===== src/rtl/lcd_timing_pkg.sv =====
// Shared LCD panel timing constants and tracker state encoding.
// The data-enable generator and the pixel tracker both import this package,
// so the panel geometry is defined in exactly one place.
package lcd_timing_pkg;

    localparam int H_ACTIVE   = 479;  // DE-high clocks per active line
    localparam int V_ACTIVE   = 272;  // active lines per frame
    localparam int VBLANK_MIN = 526;  // shortest DE-low run taken as vertical blank
    localparam int XW         = 10;   // pixel_x width
    localparam int YW         = 9;    // pixel_y width
    localparam int RUN_W      = 10;   // DE-low run counter width (saturates at 1023)

    typedef enum logic [1:0] {
        IDLE   = 2'd0,
        SEEK   = 2'd1,
        ACTIVE = 2'd2,
        HBLANK = 2'd3
    } track_state_e;

endpackage


===== src/rtl/de_edge_runlen.sv =====
// DE edge detector and run-length counters.
//   Clk, Rst_n : pixel clock / async active-low reset
//   clr        : synchronous clear of the delayed DE and both counters
//   DE_in      : data-enable strobe
//   rise, fall : combinational DE edges relative to the registered DE
//   low_run    : DE-low clocks seen since the last rise, saturating
//   high_run   : DE-high clocks in the current/last high run (1 on the rise
//                sample), saturating
module de_edge_runlen
    import lcd_timing_pkg::*;
#(
    parameter int XW = lcd_timing_pkg::XW
)(
    input  logic             Clk,
    input  logic             Rst_n,
    input  logic             clr,
    input  logic             DE_in,
    output logic             rise,
    output logic             fall,
    output logic [RUN_W-1:0] low_run,
    output logic [XW-1:0]    high_run
);

    logic             de_q,       de_d;
    logic [RUN_W-1:0] low_run_q,  low_run_d;
    logic [XW-1:0]    high_run_q, high_run_d;

    always_comb begin
        de_d       = DE_in;
        low_run_d  = low_run_q;
        high_run_d = high_run_q;
        rise       = DE_in & ~de_q;
        fall       = ~DE_in & de_q;

        if (clr) begin
            de_d       = 1'b0;
            low_run_d  = '0;
            high_run_d = '0;
        end else if (rise) begin
            low_run_d  = '0;
            high_run_d = XW'(1);
        end else if (DE_in) begin
            if (!(&high_run_q)) high_run_d = high_run_q + XW'(1);
        end else begin
            if (!(&low_run_q)) low_run_d = low_run_q + RUN_W'(1);
        end
    end

    always_ff @(posedge Clk or negedge Rst_n) begin
        if (!Rst_n) begin
            de_q       <= 1'b0;
            low_run_q  <= '0;
            high_run_q <= '0;
        end else begin
            de_q       <= de_d;
            low_run_q  <= low_run_d;
            high_run_q <= high_run_d;
        end
    end

    assign low_run  = low_run_q;
    assign high_run = high_run_q;

endmodule


===== src/rtl/de_pixel_tracker.sv =====
// Recovers pixel coordinates from the panel DE strobe.
//   Clk, Rst_n   : pixel clock / async active-low reset
//   de_en        : tracker enable, low clears everything back to IDLE
//   DE_in        : data-enable strobe from the timing generator
//   pixel_valid  : pixel_x/pixel_y name an active pixel
//   pixel_x/y    : column / row of the current pixel
//   line_start   : pulse with the first pixel of every line
//   frame_start  : pulse with pixel (0,0)
//   locked       : frame alignment established by a vertical blank
//   line_len_err : pulse when a DE-high run is not H_ACTIVE long
//   frame_err    : pulse on a wrong line count or a line overflow
// All outputs are registered: they reflect the DE_in sample one clock earlier.
//
// state  | meaning
// IDLE   | disabled, outputs cleared
// SEEK   | unlocked, waiting for a rise that follows a vertical blank
// ACTIVE | inside a DE-high run, stepping pixel_x
// HBLANK | locked, DE low between lines
module de_pixel_tracker
    import lcd_timing_pkg::*;
#(
    parameter int H_ACTIVE   = lcd_timing_pkg::H_ACTIVE,
    parameter int V_ACTIVE   = lcd_timing_pkg::V_ACTIVE,
    parameter int VBLANK_MIN = lcd_timing_pkg::VBLANK_MIN,
    parameter int XW         = lcd_timing_pkg::XW,
    parameter int YW         = lcd_timing_pkg::YW
)(
    input  logic          Clk,
    input  logic          Rst_n,
    input  logic          de_en,
    input  logic          DE_in,
    output logic          pixel_valid,
    output logic [XW-1:0] pixel_x,
    output logic [YW-1:0] pixel_y,
    output logic          line_start,
    output logic          frame_start,
    output logic          locked,
    output logic          line_len_err,
    output logic          frame_err
);

    localparam logic [XW-1:0]    H_FULL = XW'(H_ACTIVE);
    localparam logic [XW-1:0]    X_LAST = XW'(H_ACTIVE - 1);
    localparam logic [YW-1:0]    Y_LAST = YW'(V_ACTIVE - 1);
    localparam logic [RUN_W-1:0] VB_MIN = RUN_W'(VBLANK_MIN);

    logic             rise, fall;
    logic [RUN_W-1:0] low_run;
    logic [XW-1:0]    high_run;

    track_state_e  state_q, state_d;
    logic          valid_q, valid_d;
    logic [XW-1:0] x_q, x_d;
    logic [YW-1:0] y_q, y_d;
    logic          ls_q, ls_d;
    logic          fs_q, fs_d;
    logic          locked_q, locked_d;
    logic          lle_q, lle_d;
    logic          fe_q, fe_d;

    de_edge_runlen #(.XW(XW)) u_runlen (
        .Clk      (Clk),
        .Rst_n    (Rst_n),
        .clr      (~de_en),
        .DE_in    (DE_in),
        .rise     (rise),
        .fall     (fall),
        .low_run  (low_run),
        .high_run (high_run)
    );

    always_comb begin
        state_d  = state_q;
        valid_d  = 1'b0;
        ls_d     = 1'b0;
        fs_d     = 1'b0;
        lle_d    = 1'b0;
        fe_d     = 1'b0;
        x_d      = x_q;
        y_d      = y_q;
        locked_d = locked_q;

        if (!de_en) begin
            state_d  = IDLE;
            x_d      = '0;
            y_d      = '0;
            locked_d = 1'b0;
        end else begin
            case (state_q)
                IDLE: state_d = SEEK;
                SEEK: begin
                    if (rise && low_run >= VB_MIN) begin
                        locked_d = 1'b1;
                        fs_d     = 1'b1;
                        ls_d     = 1'b1;
                        valid_d  = 1'b1;
                        x_d      = '0;
                        y_d      = '0;
                        state_d  = ACTIVE;
                    end
                end
                ACTIVE: begin
                    if (fall) begin
                        lle_d   = (high_run != H_FULL);
                        state_d = HBLANK;
                    end else begin
                        valid_d = 1'b1;
                        // Overlong line: flag once at the first extra clock, park at the last column.
                        lle_d   = (high_run == H_FULL);
                        if (x_q != X_LAST) x_d = x_q + XW'(1);
                    end
                end
                HBLANK: begin
                    if (rise) begin
                        if (low_run >= VB_MIN) begin
                            // pixel_y still holds the last row index of the frame that just ended.
                            fe_d    = (y_q != Y_LAST);
                            fs_d    = 1'b1;
                            ls_d    = 1'b1;
                            valid_d = 1'b1;
                            x_d     = '0;
                            y_d     = '0;
                            state_d = ACTIVE;
                        end else if (y_q == Y_LAST) begin
                            // One line too many: alignment is lost, wait for the next blank.
                            fe_d     = 1'b1;
                            locked_d = 1'b0;
                            state_d  = SEEK;
                        end else begin
                            ls_d    = 1'b1;
                            valid_d = 1'b1;
                            x_d     = '0;
                            y_d     = y_q + YW'(1);
                            state_d = ACTIVE;
                        end
                    end
                end
                default: state_d = IDLE;
            endcase
        end
    end

    always_ff @(posedge Clk or negedge Rst_n) begin
        if (!Rst_n) begin
            state_q  <= IDLE;
            valid_q  <= 1'b0;
            x_q      <= '0;
            y_q      <= '0;
            ls_q     <= 1'b0;
            fs_q     <= 1'b0;
            locked_q <= 1'b0;
            lle_q    <= 1'b0;
            fe_q     <= 1'b0;
        end else begin
            state_q  <= state_d;
            valid_q  <= valid_d;
            x_q      <= x_d;
            y_q      <= y_d;
            ls_q     <= ls_d;
            fs_q     <= fs_d;
            locked_q <= locked_d;
            lle_q    <= lle_d;
            fe_q     <= fe_d;
        end
    end

    assign pixel_valid  = valid_q;
    assign pixel_x      = x_q;
    assign pixel_y      = y_q;
    assign line_start   = ls_q;
    assign frame_start  = fs_q;
    assign locked       = locked_q;
    assign line_len_err = lle_q;
    assign frame_err    = fe_q;

endmodule


===== config.mk =====
export PLATFORM = sky130hd
export DESIGN_NAME = de_pixel_tracker
export DESIGN_NICKNAME = d
export VERILOG_FILES = /design/src/rtl/lcd_timing_pkg.sv /design/src/rtl/de_edge_runlen.sv /design/src/rtl/de_pixel_tracker.sv
export SDC_FILE = /design/constraint.sdc
export NUM_CORES = 1
export LEC_CHECK = 0
export ABC_AREA = 1
export ABC_CLOCK_PERIOD_IN_PS = 2900
export BUFFER_PORTS_ARGS = -buffer_cell sky130_fd_sc_hd__buf_2
export CORE_AREA = 2 2 104 56
export CTS_CLUSTER_DIAMETER = 50
export CTS_CLUSTER_SIZE = 30
export DETAILED_ROUTE_END_ITERATION = 16
export DIE_AREA = 0 0 106 58
export PLACE_DENSITY = 0.8
export SYNTH_ARGS = -nofsm -noshare
export SYNTH_HDL_FRONTEND = slang
export SYNTH_SLANG_ARGS = --single-unit

===== constraint.sdc =====
create_clock -name Clk -period 2.9 [get_ports Clk]
set_input_delay 0.87 -clock Clk [delete_from_list [all_inputs] [get_ports Clk]]
set_output_delay 0.87 -clock Clk [all_outputs]
set_load 0.1 [all_outputs]

==> metrics.txt, run 1 <==
# TYPE chip_impl_metric gauge
chip_impl_metric{name="fillCellCount",unit=""} 501
chip_impl_metric{name="worstRegToRegCells",unit=""} 7
chip_impl_metric{name="fraction_of_final_layout_cells_with_drive_strength_greater_than_1",unit=""} 0.162
chip_impl_metric{name="antenna_cells",unit=""} 0
chip_impl_metric{name="first_global_vias",unit=""} 2617
chip_impl_metric{name="seq_power_share",unit=""} 0.421
chip_impl_info{name="synth-main-ff-cell",value="sky130_fd_sc_hd__dfrtp_1"} 1
chip_impl_info{name="worst_hold_path.endpoint",value="locked"} 1
chip_impl_metric{name="wirelength_met1",unit="um"} 3740
chip_impl_metric{name="place_ws",unit="ps"} 599
chip_impl_info{name="yosys-top-cells-count",value="sky130_fd_sc_hd__nand2_1, sky130_fd_sc_hd__nor2_1, sky130_fd_sc_hd__inv_1"} 1
chip_impl_metric{name="cp.required",unit="ps"} 2030
chip_impl_metric{name="finalHoldViolations",unit=""} 0
chip_impl_metric{name="min_period",unit="ps"} 2160
chip_impl_metric{name="slew_viol_final",unit=""} 0
chip_impl_metric{name="finalWorstSetupSlack",unit="ps"} 740
chip_impl_info{name="cts_tree",value="done"} 1
chip_impl_metric{name="power_leakage",unit="nW"} 1.65
chip_impl_metric{name="syn_area_per_cell",unit="um2"} 7.20
chip_impl_metric{name="dp.cells",unit=""} 525
chip_impl_metric{name="slew-limit-headroom",unit=""} 0.665
chip_impl_metric{name="cts_hold_buf",unit=""} 0
chip_impl_info{name="top_layer_used",value="met4"} 1
chip_impl_metric{name="mapped_cell_area",unit="mm2"} 0.00310
chip_impl_metric{name="min_period_over_period",unit=""} 0.745
chip_impl_metric{name="insertion_delay",unit="ps"} 310
chip_impl_metric{name="fin_worst_skew",unit="ps"} 15.2
chip_impl_metric{name="synthDistinctLibCells",unit=""} 39
chip_impl_metric{name="finalNetCount",unit=""} 470
chip_impl_metric{name="whs_path_depth",unit=""} 2
chip_impl_info{name="yosysTopAreaCell",value="sky130_fd_sc_hd__dfrtp_1"} 1
chip_impl_info{name="slowest_stage",value="sky130_fd_sc_hd__dfrtp_1"} 1
chip_impl_metric{name="globalplace.congestion",unit=""} 0.914
chip_impl_info{name="criticalPathCategory",value="register to output pin"} 1
chip_impl_info{name="critical_path.reg2reg.endpoint",value="frame_err"} 1
chip_impl_metric{name="fin_total_pwr",unit="mW"} 1.76
chip_impl_info{name="rsz0062_at_grt",value="false"} 1
chip_impl_metric{name="viasPerCell",unit=""} 5.46
chip_impl_metric{name="intPower",unit="mW"} 1.05
chip_impl_metric{name="clockBufferDepth",unit=""} 2
chip_impl_info{name="min_path_type",value="register to register"} 1
chip_impl_metric{name="critical_path.n_buffers_inverters",unit=""} 1
chip_impl_metric{name="io_buffers",unit=""} 28
chip_impl_metric{name="areaGrowthSynthToFinish",unit="%"} 9.13
chip_impl_info{name="yosys.cell_count.top_type",value="sky130_fd_sc_hd__nand2_1"} 1
chip_impl_info{name="root_buffer_master",value="sky130_fd_sc_hd__clkbuf_8"} 1
chip_impl_metric{name="remaining_drc_errors",unit=""} 0
chip_impl_metric{name="synth.yosys.warnings",unit=""} 0
chip_impl_info{name="regToRegStartpoint",value="u_runlen.low_run[0]"} 1
chip_impl_metric{name="share_comb_of_total_power",unit=""} 0.309
chip_impl_metric{name="ys_seq_elements",unit=""} 48
chip_impl_metric{name="die_h",unit="um"} 58
chip_impl_metric{name="core_area",unit="mm2"} 0.00525
chip_impl_metric{name="setup_viol",unit=""} 0
chip_impl_metric{name="layoutNonFillerInstCount",unit=""} 531
chip_impl_metric{name="power_switching_share",unit=""} 0.402
chip_impl_metric{name="syn-instance-count",unit=""} 430
chip_impl_metric{name="rows",unit=""} 19
chip_impl_metric{name="dp.final_hpwl",unit="um"} 5460
chip_impl_metric{name="p_clk_frac",unit=""} 0.270
chip_impl_info{name="hp-start",value="locked"} 1
chip_impl_metric{name="cts.sink_count",unit=""} 48
chip_impl_metric{name="maxClockFrequency",unit="MHz"} 463
chip_impl_info{name="critical-path-top-delay-family",value="flip-flops"} 1
chip_impl_metric{name="drt-total-wl",unit="um"} 7320
chip_impl_metric{name="synth_enable_flop_cells",unit=""} 0
chip_impl_metric{name="critical-path-max-stage-delay",unit="ps"} 500
chip_impl_metric{name="asyncSetResetFlopFracSynth",unit=""} 1.00
chip_impl_info{name="ys_top_cells_by_area",value="sky130_fd_sc_hd__dfrtp_1, sky130_fd_sc_hd__nand2_1, sky130_fd_sc_hd__nor2_1, sky130_fd_sc_hd__inv_1, sky130_fd_sc_hd__nand3_1"} 1
chip_impl_metric{name="post_cts_resized",unit=""} 0
chip_impl_metric{name="placed_area",unit="mm2"} 0.00328
chip_impl_metric{name="initial_core_utilization",unit=""} 0.589
chip_impl_metric{name="worst-slew-pin-transition",unit="ps"} 502
chip_impl_metric{name="met3_wirelength",unit="um"} 531
chip_impl_metric{name="route.met2.wl",unit="um"} 2980
chip_impl_metric{name="grt.total_usage",unit=""} 0.260
chip_impl_metric{name="final.setup.tns",unit="ps"} 0
chip_impl_metric{name="chipWidth",unit="um"} 106
chip_impl_info{name="run_status",value="finished clean"} 1
chip_impl_metric{name="detail_route.iter0.violations",unit=""} 165
chip_impl_metric{name="drt_first_pass_iters",unit=""} 4
chip_impl_metric{name="wl_per_cell",unit="um"} 13.8
chip_impl_metric{name="pin_count",unit=""} 29
chip_impl_metric{name="arrival",unit="ps"} 1290
chip_impl_metric{name="max-cap-violations",unit=""} 0
chip_impl_metric{name="floorplan.die_area",unit="mm2"} 0.00615
chip_impl_metric{name="grt_pass1_wl",unit="um"} 12600
chip_impl_metric{name="globalRoute.totalOverflow",unit=""} 0
chip_impl_metric{name="total_setup_buffers_inserted_after_cts",unit=""} 0
chip_impl_metric{name="cp_max_fo",unit=""} 6
chip_impl_metric{name="yosys.area.top_type_share",unit=""} 0.388
chip_impl_info{name="cell_by_cell_listing_of_the_critical_path",value="buf_2"} 1
chip_impl_metric{name="fin_worst_hold_slack",unit="ps"} 529
chip_impl_metric{name="timing.reg2reg.setup_slack",unit="ps"} 770
chip_impl_metric{name="cts.clk_slew.worst_paths",unit="ps"} 100
chip_impl_metric{name="power.ir.vdd_worst",unit="mV"} 0.279
chip_impl_metric{name="post_route_cell_area",unit="mm2"} 0.00338
chip_impl_metric{name="tritoncts.num_buffers",unit=""} 5
chip_impl_metric{name="antenna_found_initial",unit=""} 0
chip_impl_metric{name="dr_total_vias",unit=""} 2899
chip_impl_metric{name="mappedNetlistNets",unit=""} 441
chip_impl_metric{name="drtAntennaViolNets",unit=""} 0
chip_impl_metric{name="yosysSeqAreaShare",unit=""} 0.388
chip_impl_metric{name="final_core_area_utilization",unit=""} 0.643
chip_impl_metric{name="power_per_unit_of_standard_cell_area",unit="mW/mm2"} 522
chip_impl_metric{name="grt_max_degree",unit=""} 28
chip_impl_metric{name="cts_max_level",unit=""} 2
chip_impl_metric{name="p_switching",unit="mW"} 0.709
chip_impl_info{name="start_kind",value="register"} 1
chip_impl_info{name="kind_of_end_point_of_the_critical_path",value="output pin"} 1
## kinds of logic (layout without fill, tap and decap cells)
logic type,count (synthesis),after routing,synth area share
AO/OA/AOI/OAI,63,63,0.122
XOR/XNOR,4,4,0.0113
adder cells (fa/ha/maj),7,7,0.0283
buffers and inverters,68,96,0.0938
flip-flops,48,48,0.388
AND/OR/NAND/NOR,240,240,0.356
## power by group through the flow
stage               Combinational [mW]  Sequential [mW]  Clock [mW]
floorplan                        0.319            0.874           0
global placement                 0.529            0.752           0
detailed placement               0.540            0.755           0
CTS                              0.542            0.742       0.484
global route                     0.594            0.747       0.512
finish                           0.545            0.743       0.475
## registers in the layout, indices dropped and copies added, names as in the netlist
signal,flops
frame_err,1
frame_start,1
line_len_err,1
line_start,1
locked,1
pixel_valid,1
pixel_x,10
pixel_y,9
state_q,2
u_runlen.de_q,1
u_runlen.high_run,10
u_runlen.low_run,10
## worst max path at each step
stage	from	endpoint	slack [ps]	depth (start not counted)
2_1_floorplan	pixel_y[0]	frame_err	570	5
3_3_place_gp	de_en	pixel_x[4]	680	10
3_5_place_dp	de_en	pixel_x[6]	600	10
4_1_cts	pixel_x[4]	pixel_x[4]	760	1
5_1_grt	u_runlen.low_run[0]	pixel_x[7]	680	10
6_report	pixel_x[4]	pixel_x[4]	740	1
## layout make-up
class	instances	area (um2)	share of cell area
Multi-Input combinational cell	314	1600	0.475
Sequential cell	48	1200	0.356
Inverter	60	228	0.0674
Timing Repair Buffer	30	155	0.0459
Tap cell	73	91.3	0.0270
Clock buffer	5	68.8	0.0204
Clock inverter	1	30.0	0.00889
## metal layers
layer / vias up / GRT usage
met2: 105 / 0.371
met5: - / 0
met4: 0 / 0.0714
li1: 1443 / -
met3: 7 / 0.0585
met1: 1344 / 0.399
## cells in the final DEF, fill, tap and decap left out, types with 3 or more instances in the layout
cell / instances
sky130_fd_sc_hd__o21ai_2: 10
sky130_fd_sc_hd__xor2_1: 3
sky130_fd_sc_hd__o31ai_1: 3
sky130_fd_sc_hd__nand3_1: 27
sky130_fd_sc_hd__ha_1: 7
sky130_fd_sc_hd__o21ai_1: 3
sky130_fd_sc_hd__nor3_1: 9
sky130_fd_sc_hd__nand2_1: 114
sky130_fd_sc_hd__buf_2: 28
sky130_fd_sc_hd__a21oi_1: 13
sky130_fd_sc_hd__clkbuf_8: 5
sky130_fd_sc_hd__dfrtp_1: 48
sky130_fd_sc_hd__nand4_1: 12
sky130_fd_sc_hd__nor2_2: 4
sky130_fd_sc_hd__nor2_1: 54
sky130_fd_sc_hd__o21ai_0: 27
sky130_fd_sc_hd__inv_2: 5
sky130_fd_sc_hd__nand2_4: 4
sky130_fd_sc_hd__nand2_2: 7
sky130_fd_sc_hd__inv_1: 53
Power figures use the tool's default switching activity.
==> run 2, diff against run 1 <==
--- a/config.mk
+++ b/config.mk
@@ -6,14 +6,14 @@
 export NUM_CORES = 1
 export LEC_CHECK = 0
 export ABC_AREA = 1
-export ABC_CLOCK_PERIOD_IN_PS = 2900
+export ABC_CLOCK_PERIOD_IN_PS = 1900
 export BUFFER_PORTS_ARGS = -buffer_cell sky130_fd_sc_hd__buf_2
-export CORE_AREA = 2 2 104 56
+export CORE_AREA = 2 2 111 59
 export CTS_CLUSTER_DIAMETER = 50
 export CTS_CLUSTER_SIZE = 30
 export DETAILED_ROUTE_END_ITERATION = 16
-export DIE_AREA = 0 0 106 58
-export PLACE_DENSITY = 0.8
+export DIE_AREA = 0 0 113 61
+export PLACE_DENSITY = 0.75
 export SYNTH_ARGS = -nofsm -noshare
 export SYNTH_HDL_FRONTEND = slang
 export SYNTH_SLANG_ARGS = --single-unit
==> constraint.sdc (replaced) <==
create_clock -name Clk -period 1.9 [get_ports Clk]
set_input_delay 0.57 -clock Clk [delete_from_list [all_inputs] [get_ports Clk]]
set_output_delay 0.57 -clock Clk [all_outputs]
set_load 0.1 [all_outputs]
==> metrics.txt, run 2 (synthesized netlist as in run 1, its figures left out) <==
# TYPE chip_impl_metric gauge
chip_impl_metric{name="core_area",unit="mm2"} 0.00591
chip_impl_info{name="run_status",value="finished with violations"} 1
chip_impl_metric{name="gr-usage-met1",unit=""} 0.344
chip_impl_metric{name="final.setup.tns",unit="ps"} 0
chip_impl_metric{name="power.ir.vdd_worst",unit="mV"} 0.355
chip_impl_metric{name="cts_hold_buf",unit=""} 0
chip_impl_metric{name="antenna_cells",unit=""} 0
chip_impl_metric{name="antenna_found_initial",unit=""} 0
chip_impl_metric{name="rows",unit=""} 20
chip_impl_metric{name="wl_per_cell",unit="um"} 13.4
chip_impl_info{name="violations",value="design-rule violations"} 1
chip_impl_metric{name="cts.clk_slew.worst_paths",unit="ps"} 70
chip_impl_metric{name="arrival",unit="ps"} 1230
chip_impl_info{name="slowest_stage",value="sky130_fd_sc_hd__buf_2"} 1
chip_impl_metric{name="cts_max_level",unit=""} 2
chip_impl_metric{name="p_clk_frac",unit=""} 0.299
chip_impl_metric{name="drt-total-wl",unit="um"} 7340
chip_impl_metric{name="slew_viol_final",unit=""} 0
chip_impl_metric{name="worstRegToRegCells",unit=""} 5
chip_impl_info{name="kind_of_end_point_of_the_critical_path",value="output pin"} 1
chip_impl_metric{name="cp_max_fo",unit=""} 6
chip_impl_info{name="critical-path-top-delay-family",value="buffers and inverters"} 1
chip_impl_metric{name="dp.final_hpwl",unit="um"} 5370
chip_impl_info{name="layout_commonest_cell",value="sky130_fd_sc_hd__nand2_1"} 1
chip_impl_metric{name="floorplan.die_area",unit="mm2"} 0.00689
chip_impl_metric{name="insertion_delay",unit="ps"} 290
chip_impl_metric{name="min_period",unit="ps"} 1800
chip_impl_metric{name="fin_worst_skew",unit="ps"} 6.06
chip_impl_metric{name="maxClockFrequency",unit="MHz"} 554
chip_impl_metric{name="areaGrowthSynthToFinish",unit="%"} 16.5
chip_impl_metric{name="fin_worst_hold_slack",unit="ps"} 236
chip_impl_metric{name="grt_max_degree",unit=""} 49
chip_impl_metric{name="share_comb_of_total_power",unit=""} 0.319
chip_impl_info{name="root_buffer_master",value="sky130_fd_sc_hd__clkbuf_16"} 1
chip_impl_metric{name="finalNetCount",unit=""} 481
chip_impl_metric{name="clockBufferDepth",unit=""} 2
chip_impl_metric{name="first_global_vias",unit=""} 2570
chip_impl_metric{name="setup_viol",unit=""} 0
chip_impl_info{name="mostFrequentLayoutCells",value="sky130_fd_sc_hd__nand2_1, sky130_fd_sc_hd__inv_1, sky130_fd_sc_hd__nor2_1"} 1
chip_impl_info{name="start_kind",value="register"} 1
chip_impl_metric{name="power_leakage",unit="nW"} 1.73
chip_impl_metric{name="die_h",unit="um"} 61
chip_impl_metric{name="io_buffers",unit=""} 28
chip_impl_metric{name="tritoncts.num_buffers",unit=""} 5
chip_impl_metric{name="grt.total_usage",unit=""} 0.228
chip_impl_metric{name="cp.required",unit="ps"} 1330
chip_impl_metric{name="finalHoldViolations",unit=""} 0
chip_impl_metric{name="global_route.usage.met3",unit=""} 0.0500
chip_impl_metric{name="worst-slew-pin-transition",unit="ps"} 492
chip_impl_metric{name="seq_power_share",unit=""} 0.382
chip_impl_info{name="min_path_type",value="input port to async pin"} 1
chip_impl_metric{name="globalplace.congestion",unit=""} 0.944
chip_impl_metric{name="remaining_drc_errors",unit=""} 2
chip_impl_info{name="criticalPathCategory",value="register to output pin"} 1
chip_impl_metric{name="power_switching_share",unit=""} 0.394
chip_impl_metric{name="path_depth",unit=""} 1
chip_impl_metric{name="drt_first_pass_iters",unit=""} 10
chip_impl_info{name="globalRoute.busiestLayer",value="met1"} 1
chip_impl_metric{name="drtAntennaViolNets",unit=""} 0
chip_impl_info{name="cell_by_cell_listing_of_the_critical_path",value="buf_2"} 1
chip_impl_metric{name="detail_route.iter0.violations",unit=""} 206
chip_impl_metric{name="viasPerCell",unit=""} 5.35
chip_impl_metric{name="pin_count",unit=""} 29
chip_impl_info{name="cts_tree",value="done"} 1
chip_impl_metric{name="initial_core_utilization",unit=""} 0.524
chip_impl_metric{name="critical-path-max-stage-delay",unit="ps"} 480
chip_impl_metric{name="intPower",unit="mW"} 1.81
chip_impl_info{name="rsz0062_at_grt",value="false"} 1
chip_impl_metric{name="grt.met2_usage",unit=""} 0.334
chip_impl_metric{name="critical_path.n_buffers_inverters",unit=""} 1
chip_impl_metric{name="dr_total_vias",unit=""} 2931
chip_impl_metric{name="grt_pass1_wl",unit="um"} 12200
chip_impl_metric{name="fraction_of_final_layout_cells_with_drive_strength_greater_than_1",unit=""} 0.227
chip_impl_metric{name="min_period_over_period",unit=""} 0.950
chip_impl_metric{name="cts.sink_count",unit=""} 48
chip_impl_metric{name="chipWidth",unit="um"} 113
chip_impl_metric{name="p_switching",unit="mW"} 1.17
chip_impl_metric{name="max-cap-violations",unit=""} 0
chip_impl_metric{name="globalRoute.totalOverflow",unit=""} 0
chip_impl_metric{name="slew-limit-headroom",unit=""} 0.674
chip_impl_metric{name="power_per_unit_of_standard_cell_area",unit="mW/mm2"} 828
[run 2: worst paths after layout]
path                                 start              endpoint  slack (ps)
worst max-delay path            pixel_x[5]            pixel_x[5]         100
worst min-delay path                 Rst_n  u_runlen.high_run[1]         240
worst max register to register  pixel_y[0]             frame_err         110
worst min register to register      locked                locked         500
max in group asynchronous            Rst_n            pixel_y[1]        1390
min in group Clk                    locked                locked         500
[run 2: per-layer routing]
layer / part of all wire / up-vias
met1: 0.54 / 1373
met5: 0 / -
met3: 0.056 / 10
li1: - / 1465
met4: 0.0094 / 0
met2: 0.40 / 83
[run 2: layout make-up]
cell class	instances	area, um2
clock buffer	5	125
clock inverter	3	18.8
fill	520	2300
inverter	60	228
multi-input combinational	314	1630
sequential	48	1230
tap	77	96.3
timing repair buffer	41	275
[run 2: repair_timing]
item | CTS | global route
pin swaps | 0 | 1
gates resized for setup | 1 | 5
hold endpoints to repair | 0 | 0
endpoints found under the setup margin | 2 | 16
setup buffers | 0 | 1
[run 2: through the flow]
stage | total power, mW | utilization | instances | area (um2) | setup WS [ps]
after global placement | 2.07 | 0.580 | 539 | 3420 | 38.4
final | 2.98 | 0.610 | 548 | 3600 | 95.8
after detailed placement | 2.08 | 0.580 | 539 | 3420 | 28.3
after global routing | 3.12 | 0.610 | 548 | 3600 | 9.15
after floorplan | 1.83 | - | 430 | 3120 | 38.4
after CTS | 2.98 | 0.605 | 547 | 3570 | 63.7
[run 2: power groups by stage]
stage / clock network [mW] / registers, mW / logic, mW
5_1_grt: 0.945 / 1.15 / 1.03
3_3_place_gp: 0 / 1.16 / 0.915
4_1_cts: 0.905 / 1.14 / 0.936
6_report: 0.893 / 1.14 / 0.952
2_1_floorplan: 0 / 1.34 / 0.487
3_5_place_dp: 0 / 1.16 / 0.929
==> run 3, diff against run 2 <==
--- a/config.mk
+++ b/config.mk
@@ -8,12 +8,14 @@
 export ABC_AREA = 1
 export ABC_CLOCK_PERIOD_IN_PS = 1900
 export BUFFER_PORTS_ARGS = -buffer_cell sky130_fd_sc_hd__buf_2
-export CORE_AREA = 2 2 111 59
+export CORE_AREA = 2 2 112 60
 export CTS_CLUSTER_DIAMETER = 50
 export CTS_CLUSTER_SIZE = 30
 export DETAILED_ROUTE_END_ITERATION = 16
-export DIE_AREA = 0 0 113 61
+export DIE_AREA = 0 0 114 62
 export PLACE_DENSITY = 0.75
+export SETUP_SLACK_MARGIN = 0.4
 export SYNTH_ARGS = -nofsm -noshare
 export SYNTH_HDL_FRONTEND = slang
+export SYNTH_HIERARCHICAL = 1
 export SYNTH_SLANG_ARGS = --single-unit
==> metrics.txt, run 3 <==
# TYPE chip_impl_metric gauge
chip_impl_metric{name="dr_total_vias",unit=""} 3450
chip_impl_metric{name="yosysSeqAreaShare",unit=""} 0.378
chip_impl_metric{name="pin_count",unit=""} 29
chip_impl_info{name="run_status",value="finished clean"} 1
chip_impl_metric{name="remaining_drc_errors",unit=""} 0
chip_impl_metric{name="synth.area.mux_share",unit=""} 0
chip_impl_metric{name="synth_adder_area_share",unit=""} 0.0236
chip_impl_metric{name="grt_pass1_wl",unit="um"} 14700
chip_impl_metric{name="power_leakage",unit="nW"} 2.25
chip_impl_metric{name="synth_enable_flop_cells",unit=""} 0
chip_impl_metric{name="synthDistinctLibCells",unit=""} 36
chip_impl_metric{name="antenna_found_initial",unit=""} 0
chip_impl_metric{name="synth-simple-area-share",unit=""} 0.442
chip_impl_metric{name="place_ws",unit="ps"} -27.0
chip_impl_metric{name="first_global_vias",unit=""} 3010
chip_impl_metric{name="min_period_over_period",unit=""} 0.880
chip_impl_metric{name="viasPerCell",unit=""} 5.59
chip_impl_info{name="cell_by_cell_listing_of_the_critical_path",value="buf_12 -> buf_12"} 1
chip_impl_metric{name="mapped_cell_area",unit="mm2"} 0.00317
chip_impl_metric{name="grt.total_usage",unit=""} 0.271
chip_impl_metric{name="slew_viol_final",unit=""} 0
chip_impl_metric{name="worstRegToRegCells",unit=""} 9
chip_impl_metric{name="syn_area_per_cell",unit="um2"} 7.07
chip_impl_info{name="start_kind",value="register"} 1
chip_impl_info{name="min_path_type",value="input port to async pin"} 1
chip_impl_info{name="kind_of_end_point_of_the_critical_path",value="output pin"} 1
chip_impl_info{name="critical-path-top-delay-family",value="flip-flops"} 1
chip_impl_metric{name="final.setup.tns",unit="ps"} 0
chip_impl_metric{name="core_area",unit="mm2"} 0.00625
chip_impl_metric{name="asyncSetResetFlopFracSynth",unit=""} 1.00
chip_impl_metric{name="finalWorstSetupSlack",unit="ps"} 227
chip_impl_info{name="mostFrequentLayoutCells",value="sky130_fd_sc_hd__nand2_1, sky130_fd_sc_hd__nor2_1, sky130_fd_sc_hd__buf_4"} 1
chip_impl_metric{name="dp.final_hpwl",unit="um"} 5800
chip_impl_metric{name="globalRoute.totalOverflow",unit=""} 0
chip_impl_info{name="ys_top_cells_by_area",value="sky130_fd_sc_hd__dfrtp_1, sky130_fd_sc_hd__nand2_1, sky130_fd_sc_hd__nor2_1, sky130_fd_sc_hd__nand4_1, sky130_fd_sc_hd__inv_1"} 1
chip_impl_metric{name="rows",unit=""} 21
chip_impl_metric{name="fraction_of_final_layout_cells_with_drive_strength_greater_than_1",unit=""} 0.361
chip_impl_info{name="dominant_cell_type_by_count_on_the_critical_path",value="sky130_fd_sc_hd__buf_12"} 1
chip_impl_metric{name="cts.sink_count",unit=""} 48
chip_impl_metric{name="slew-limit-headroom",unit=""} 0.716
chip_impl_metric{name="cp_max_fo",unit=""} 3
chip_impl_metric{name="insertion_delay",unit="ps"} 300
chip_impl_metric{name="synth-compound-area-share",unit=""} 0.0627
chip_impl_metric{name="power.ir.vdd_worst",unit="mV"} 0.404
chip_impl_metric{name="tritoncts.num_buffers",unit=""} 5
chip_impl_metric{name="cts.clk_slew.worst_paths",unit="ps"} 70
chip_impl_metric{name="io_buffers",unit=""} 28
chip_impl_metric{name="ys_seq_elements",unit=""} 48
chip_impl_info{name="slowest_stage",value="sky130_fd_sc_hd__dfrtp_4"} 1
chip_impl_metric{name="critical-path-max-stage-delay",unit="ps"} 510
chip_impl_metric{name="critical_path.n_buffers_inverters",unit=""} 2
chip_impl_metric{name="power_per_unit_of_standard_cell_area",unit="mW/mm2"} 687
chip_impl_metric{name="worst-slew-pin-transition",unit="ps"} 427
chip_impl_metric{name="dp.cells",unit=""} 560
chip_impl_metric{name="drtAntennaViolNets",unit=""} 0
chip_impl_metric{name="antenna_cells",unit=""} 0
chip_impl_metric{name="initial_core_utilization",unit=""} 0.508
chip_impl_info{name="cts_tree",value="done"} 1
chip_impl_metric{name="maxClockFrequency",unit="MHz"} 598
chip_impl_info{name="root_buffer_master",value="sky130_fd_sc_hd__clkbuf_16"} 1
chip_impl_info{name="yosys-top-cells-count",value="sky130_fd_sc_hd__nand2_1, sky130_fd_sc_hd__nor2_1, sky130_fd_sc_hd__dfrtp_1, sky130_fd_sc_hd__inv_1, sky130_fd_sc_hd__nand3_1"} 1
chip_impl_metric{name="floorplan.die_area",unit="mm2"} 0.00707
chip_impl_metric{name="setup_viol",unit=""} 0
chip_impl_metric{name="chipWidth",unit="um"} 114
chip_impl_info{name="layout_commonest_cell",value="sky130_fd_sc_hd__nand2_1"} 1
chip_impl_metric{name="synth_xor_area_frac",unit=""} 0.0110
chip_impl_metric{name="detail_route.iter0.violations",unit=""} 243
chip_impl_info{name="synth-main-ff-cell",value="sky130_fd_sc_hd__dfrtp_1"} 1
chip_impl_metric{name="cp.required",unit="ps"} 1330
chip_impl_info{name="yosysTopAreaCell",value="sky130_fd_sc_hd__dfrtp_1"} 1
chip_impl_metric{name="finalHoldViolations",unit=""} 0
chip_impl_metric{name="drt_first_pass_iters",unit=""} 7
chip_impl_metric{name="mappedNetlistNets",unit=""} 459
chip_impl_metric{name="grt_max_degree",unit=""} 20
chip_impl_metric{name="path_depth",unit=""} 2
chip_impl_metric{name="wl_per_cell",unit="um"} 16.1
chip_impl_metric{name="cts_max_level",unit=""} 2
chip_impl_metric{name="die_h",unit="um"} 62
chip_impl_metric{name="arrival",unit="ps"} 1100
chip_impl_metric{name="syn-instance-count",unit=""} 449
chip_impl_metric{name="layoutNonFillerInstCount",unit=""} 617
chip_impl_info{name="rsz0062_at_grt",value="true"} 1
chip_impl_metric{name="fillCellCount",unit=""} 440
chip_impl_metric{name="yosys.area.top_type_share",unit=""} 0.378
chip_impl_metric{name="max-cap-violations",unit=""} 0
chip_impl_metric{name="areaGrowthSynthToFinish",unit="%"} 45.2
chip_impl_info{name="combinational_family_with_the_most_area_after_synthesis",value="simple AND/OR/NAND/NOR gates"} 1
chip_impl_metric{name="synth.yosys.warnings",unit=""} 6
chip_impl_metric{name="clockBufferDepth",unit=""} 2
chip_impl_metric{name="finalNetCount",unit=""} 546
chip_impl_info{name="criticalPathCategory",value="register to output pin"} 1
chip_impl_metric{name="min_period",unit="ps"} 1670
chip_impl_metric{name="fin_worst_skew",unit="ps"} 6.14
chip_impl_metric{name="globalplace.congestion",unit=""} 1.00
chip_impl_metric{name="drt-total-wl",unit="um"} 9960
chip_impl_info{name="yosys.cell_count.top_type",value="sky130_fd_sc_hd__nand2_1"} 1
[run 3: cell types whose count changed in the layout (fill, tap and decap cells not counted), moves of 7 or more]
cell	change
sky130_fd_sc_hd__buf_12	+17
sky130_fd_sc_hd__o21ai_0	-23
sky130_fd_sc_hd__nor2_4	+9
sky130_fd_sc_hd__inv_1	-8
sky130_fd_sc_hd__nand4_1	+17
sky130_fd_sc_hd__buf_6	+8
sky130_fd_sc_hd__buf_2	-25
sky130_fd_sc_hd__nand2_2	+8
sky130_fd_sc_hd__buf_4	+41
sky130_fd_sc_hd__dfrtp_1	-7
sky130_fd_sc_hd__nand2_1	+17
[run 3: kinds of logic (layout without fill, tap and decap cells)]
| kind of cell | Yosys count | in the layout |
|---|---|---|
| and+or+nand+nor | 295 | 298 |
| xor gates and xnor gates | 4 | 4 |
| AOI/OAI and AO/OA | 31 | 31 |
| buffers and inverters | 65 | 150 |
| DFF | 48 | 48 |
| adders and majority gates | 6 | 6 |
[run 3: layout make-up]
| cell class | instances | area (um2) | share of cell area |
|---|---|---|---|
| multi-input combinational | 339 | 1980 | 0.429 |
| sequential | 48 | 1240 | 0.269 |
| timing repair buffer | 83 | 903 | 0.196 |
| inverter | 59 | 233 | 0.0505 |
| clock buffer | 8 | 156 | 0.0339 |
| tap | 80 | 100 | 0.0217 |
[run 3: layer usage]
metal | vias to the layer above | GRT usage | share of wire
li1 | 1623 | - | -
met1 | 1631 | 0.373 | 0.44
met2 | 171 | 0.418 | 0.46
met3 | 25 | 0.0718 | 0.082
met4 | 0 | 0.106 | 0.019
met5 | - | 0 | 0
[run 3: path summary, 6_finish.rpt]
path | startpoint | end | slack (ps)
worst max-delay path | pixel_y[1] | pixel_y[1] | 230
worst min-delay path | Rst_n | pixel_x[3] | 210
worst max register to register | pixel_y[6] | state_q[1] | 270
worst min register to register | locked | locked | 530
max in group asynchronous | Rst_n | u_runlen/high_run[9] | 1170
min in group Clk | locked | locked | 530
[run 3: timing repair]
| item | in CTS | in global routing |
|---|---|---|
| setup buffers | 33 | 13 |
| cloned | 2 | 1 |
| setup endpoints to repair | 65 | 63 |
| hold buffers | 0 | 0 |
| pin swaps | 14 | 25 |
| resized for setup | 88 | 47 |
[run 3: stage by stage]
step | instance area [um2] | total power [mW] | hold slack [ps] | util
after global placement | 3550 | 1.91 | 475 | 0.567
after detailed placement | 3550 | 1.93 | 487 | 0.567
final | 4610 | 3.17 | 205 | 0.737
after floorplan | 3290 | 1.74 | 274 | -
after CTS | 4300 | 3.04 | 217 | 0.688
after global routing | 4610 | 3.28 | 225 | 0.737
[run 3: report_power, final]
| group | switching [mW] | internal, mW |
|---|---|---|
| logic | 0.695 | 0.326 |
| clock network | 0.407 | 0.562 |
| registers | 0.0907 | 1.09 |
